<file path="config.mk">
export PLATFORM = sky130hd
export DESIGN_NAME = sync_fifo
export DESIGN_NICKNAME = d
export VERILOG_FILES = /design/src/rtl/seq_checker_fifo.sv
export SDC_FILE = /design/constraint.sdc
export NUM_CORES = 1
export LEC_CHECK = 0
export BUFFER_PORTS_ARGS = -buffer_cell sky130_fd_sc_hd__buf_4
export CORE_MARGIN = 4
export CORE_UTILIZATION = 65
export DETAILED_ROUTE_END_ITERATION = 10
export GPL_ROUTABILITY_DRIVEN = 0
export GPL_TIMING_DRIVEN = 0
export PLACE_DENSITY = 0.84
export RECOVER_POWER = 25
export SYNTH_ARGS = -nofsm -noshare
export SYNTH_HDL_FRONTEND = slang
export SYNTH_SLANG_ARGS = --single-unit
</file>
<file path="constraint.sdc">
create_clock -name clk -period 5.25 [get_ports clk]
set_input_delay 0.7875 -clock clk [delete_from_list [all_inputs] [get_ports clk]]
set_output_delay 0.7875 -clock clk [all_outputs]
set_load 0.02 [all_outputs]
</file>
<file path="src/rtl/seq_checker_fifo.sv">
// Shift-register FIFO: entry 0 is the head, so the output is a flop.
// Accepts a push in the same cycle as a pop even when full.
module sync_fifo #(
    parameter int W     = 20,
    parameter int DEPTH = 8
) (
    input  logic         clk,
    input  logic         rst_n,
    input  logic         push,
    input  logic [W-1:0] din,
    input  logic         pop,
    output logic [W-1:0] dout,
    output logic         full,
    output logic         empty
);

    localparam int AW = (DEPTH > 1) ? $clog2(DEPTH) : 1;
    localparam logic [AW:0] DEPTH_C = (AW+1)'(DEPTH);

    logic [W-1:0] mem_q [DEPTH];
    logic [AW:0]  cnt_q;
    logic [AW:0]  cnt_m;
    logic [AW-1:0] wr_idx;
    logic         do_pop;
    logic         do_push;

    assign empty   = (cnt_q == '0);
    assign full    = (cnt_q == DEPTH_C);
    assign do_pop  = pop && !empty;
    assign do_push = push && (!full || do_pop);
    assign cnt_m   = do_pop ? cnt_q - 1'b1 : cnt_q;
    assign wr_idx  = cnt_m[AW-1:0];
    assign dout    = mem_q[0];

    always_ff @(posedge clk or negedge rst_n) begin
        if (!rst_n) begin
            for (int i = 0; i < DEPTH; i++) begin
                mem_q[i] <= '0;
            end
            cnt_q <= '0;
        end else begin
            if (do_pop) begin
                for (int i = 0; i < DEPTH - 1; i++) begin
                    mem_q[i] <= mem_q[i+1];
                end
            end
            if (do_push) begin
                mem_q[wr_idx] <= din;
            end
            unique case ({do_push, do_pop})
                2'b10:   cnt_q <= cnt_q + 1'b1;
                2'b01:   cnt_q <= cnt_q - 1'b1;
                default: cnt_q <= cnt_q;
            endcase
        end
    end

endmodule

</file>
* Word-level counts from Yosys, hierarchy flattened *
Cells that the tools add are included.

operators by class
  add/subtract/negate cells = 2
  magnitude comparators = 2
  eq/ne operators = 3
  mux-type cells = 7
  bitwise logic cells = 1
  reduce and logical (&&, ||, !) cells = 8

operator list
  operator             number
  $bwmux 160           1
  $mux 160             1
  $mux 140             1
  $demux 20 s3         1
  $mux 20              1
  $pmux 4 s2           1
  $add 4x1->4 const B  1
  $eq 4x4->1 const B   1
  $ge 4x4->1 const B   1
  $logic_not 4->1      1
  $lt 4x1->1 const B   1
  $not 3->4            1
  $sub 4x1->4 const B  1
  $logic_and 1x1->1    3
  $mux 3               1
  $eq 2x1->1 const B   1
  $eq 2x2->1 const B   1
  $logic_not 1->1      2
  $reduce_bool 2->1    1
  $logic_or 1x1->1     1

word-level totals
  bits in registers = 164
  bits of input ports = 24
  output and inout bits = 22
  word-level logic and storage cells = 32

* Longest topological paths before layout *
  word-level depth = 11
  gate-level depth with buffers = 10

* Worst setup path after synthesis *
Ideal clock, no wire load.

  kind = register to register
  from = register cnt_q[1]
  to = register mem_q (netlist bit dout[5])
  setup time = 0.128 ns
  arrival = 2.348 ns
  data required time = 5.122 ns
  slack = 2.775 ns
  stages on the path, launching flop included = 11
  clock period less this slack = 2.475 ns
  cells stage by stage = dfrtp_1 -> clkbuf_2 -> inv_1 -> ha_1 -> or3b_1 -> buf_6 -> nand2_8 -> buf_12 -> buf_12 -> mux2_1 -> mux2_1

between the ends
  cells in the longest elaborated chain, start to end = 11
  elaborated cells on any way between the ends = 18

ends and longest elaborated chain
  what                                                                  line  RTL
  start: declaration                                                    21    logic [AW:0] cnt_q;
  start signal: assignment                                              51    2'b10: cnt_q <= cnt_q + 1'b1;
  start signal: assignment                                              52    2'b01: cnt_q <= cnt_q - 1'b1;
  start signal: assignment                                              53    default: cnt_q <= cnt_q;
  parallel branches: the longest is 10 deep, another holds $sub 4x1->4  -
  $mux 160 *                                                            47    if (do_push) begin
  end signal: indexed assignment                                        44    mem_q[i] <= mem_q[i+1];
  end signal: indexed assignment                                        48    mem_q[wr_idx] <= din;
  end: declaration                                                      20    logic [W-1:0] mem_q [DEPTH];

Every way passes the cells marked *.
A chain may end at the register's enable or synchronous reset.

==> results_dict.tcl <==
set metrics [dict create \
    status "finished with violations" \
    failed_checks "capacitance limit, slew limit" \
    cts_setup_buffers 0 \
    cp_slowest_cell "clkbuf_2" \
    yosys.area.top_type "dfrtp_1" \
    slew_headroom_pct -41.6 \
    ys_ff_latch 164 \
    drt_first_pass_iters 4 \
    final_nets 682 \
    dieHeight_um 122 \
    fp.dieW_um 122 \
    layout_common_cells "mux2_2, dfrtp_1, mux2_1" \
    critPathKind "input pin to asynchronous set/reset pin" \
    maxCapViolCount 1 \
    dp_hpwl_mm 11.0 \
    cts_buffer_depth 2 \
    n_antenna_cell 0 \
    routed_via_density 5.76 \
    synthFlopType "dfrtp_1" \
    drive_above_1_share_pct 49.2 \
    worstMarginPinSlew_ns 2.12 \
    clkSlewWorstSetupHoldPaths_ns 0.06 \
    start_util_pct 66.7 \
    numCtsBuffers 17 \
    post-route-period-util_pct 56.1 \
    final_common_cell "mux2_2" \
    async_flop_share_pct 100 \
    slew_violations 89 \
    synthCells 592 \
    die-area_sq_mm 0.0150 \
    synth_cell_type_count 40 \
    core-area_sq_mm 0.0127 \
    dr.first_iter.drc_count 337 \
    ant_nets 0 \
    vias 4834 \
    synth_area_leaders "dfrtp_1, mux2_2, mux2_1, buf_12, buf_4" \
    grt_max_degree 89 \
    overflow 0 \
    finClkSkew_ns 0.00525 \
    fillers 808 \
    cts_tree "yes" \
    h-tree-depth 4 \
    ioPinCount 46 \
    routedWlPerCell_um 18.9 \
    area_growth_pct 13.4 \
    grt_use_total_pct 22.8 \
    hold_path_class "input pin to asynchronous set/reset pin" \
    clock_latency_ns 0.42 \
    layout.core_utilization_pct 75.6 \
    rsz0062_at_grt "false" \
    setup_violations 0 \
    start_kind "input pin" \
    avgSynthCellArea_sq_um 14.3 \
    powerDensity_mw_per_mm2 622 \
    cp_top_family "buffers and inverters" \
    cts_resized 0 \
    crit_arrival_ns 3.03 \
    first_global_vias 5109 \
    ir_drop_mv 0.353 \
    drt-total-wl_mm 15.9 \
    drcViolationCount 0 \
    synth.yosys.seq_area_share_pct 48.3 \
    portBuffers 44 \
    cts-root-buf "clkbuf_16" \
    path_cells "buf_6, clkbuf_2" \
    power_w 0.00598 \
    timing.setup.tns_ns 0 \
    cp-end-kind "asynchronous set/reset pin" \
    min_period_ns 2.94 \
    worstPathBufferInverterCount 2 \
    rows 41 \
    hold_buffers 0 \
    finalHoldViolCount 0 \
    antenna_found_initial 0 \
    leakagePower_nw 4.42 \
    cts.sinks 164 \
    synth_area_sq_mm 0.00849 \
    synth_edf_count 0 \
    ys_warn_count 0 \
    grt_first_pass_wirelength_mm 26.3 \
    crit_required_ns 5.35 \
    critical_path.max_fanout 88 \
    yosysTopAreaCellShare_pct 48.3 \
    fmax_mhz 340 \
    slowest_delay_ns 1.61 \
    syn_nets 618 \
]
==> per-layer routing <==
layer / wire [um] / track usage (%) / vias up
li1: - / - / 2265
met1: 7650 / 32.9 / 2445
met2: 7430 / 34.8 / 101
met3: 538 / 4.65 / 23
met4: 259 / 7.77 / 0
met5: 0 / 0 / -
==> synthesized netlist by cell type, drive strengths merged (2+ instances only) <==
library cell	instances
o21ai	6
inv	5
nor3	2
a21oi	3
o211ai	10
ha	2
and2	2
nor2b	5
nand3	2
clkbuf	2
mux2	300
a211oi	4
dfrtp	164
nand2	8
nand2b	2
o211a	3
xnor2	2
buf	56
==> stage by stage <==
step / hold slack, ns / cells / area (sq um) / setup WS [ns]
floorplan: 0.477 / 592 / 8490 / 2.77
global placement: 0.485 / 808 / 9040 / 2.58
detailed placement: 0.493 / 809 / 9070 / 2.54
CTS: 0.413 / 839 / 9650 / 2.29
global route: 0.439 / 839 / 9620 / 1.80
finish: 0.378 / 839 / 9620 / 2.31
==> final cells by class <==
type                    count  area, sq um  share of cell area [%]
plain buffers              58          523                    5.43
multi-input cells         365         3840                    40.0
well taps                 172          215                    2.24
clock inverters             4         70.1                   0.728
repair buffers             45          339                    3.52
flip-flops and latches    164         4100                    42.6
inverters                   5         18.8                   0.195
clock buffers              26          509                    5.29
==> worst paths after layout <==
path,start,to,slack [ns],depth (start not counted)
max in group clk,cnt_q[1],empty,2.31,7
min reg2reg,flip-flop,flip-flop,0.50,1
min in group clk,flip-flop,flip-flop,0.50,1
max reg2reg,cnt_q[1],mem_q[134],2.47,8
min,rst_n,asynchronous set/reset pin,0.38,1
max,rst_n,mem_q[109],2.31,2
==> logic make-up after synthesis <==
kind of cell,synth area share [%]
xor gates and xnor gates,0.310
AOI/OAI and AO/OA,2.53
adders and majority gates,0.413
muxes,39.8
DFF,48.3
buffers and inverters,6.38
and+or+nand+nor,2.24
==> report_power, final <==
group	total [W]	leakage (nW)	internal (W)	switching, W
Sequential	0.00221	2.02	0.00190	0.000316
Combinational	0.00255	2.11	0.00154	0.00102
Clock	0.00122	0.286	0.000757	0.000459
No activity file was read; power rests on OpenSTA's default activity.
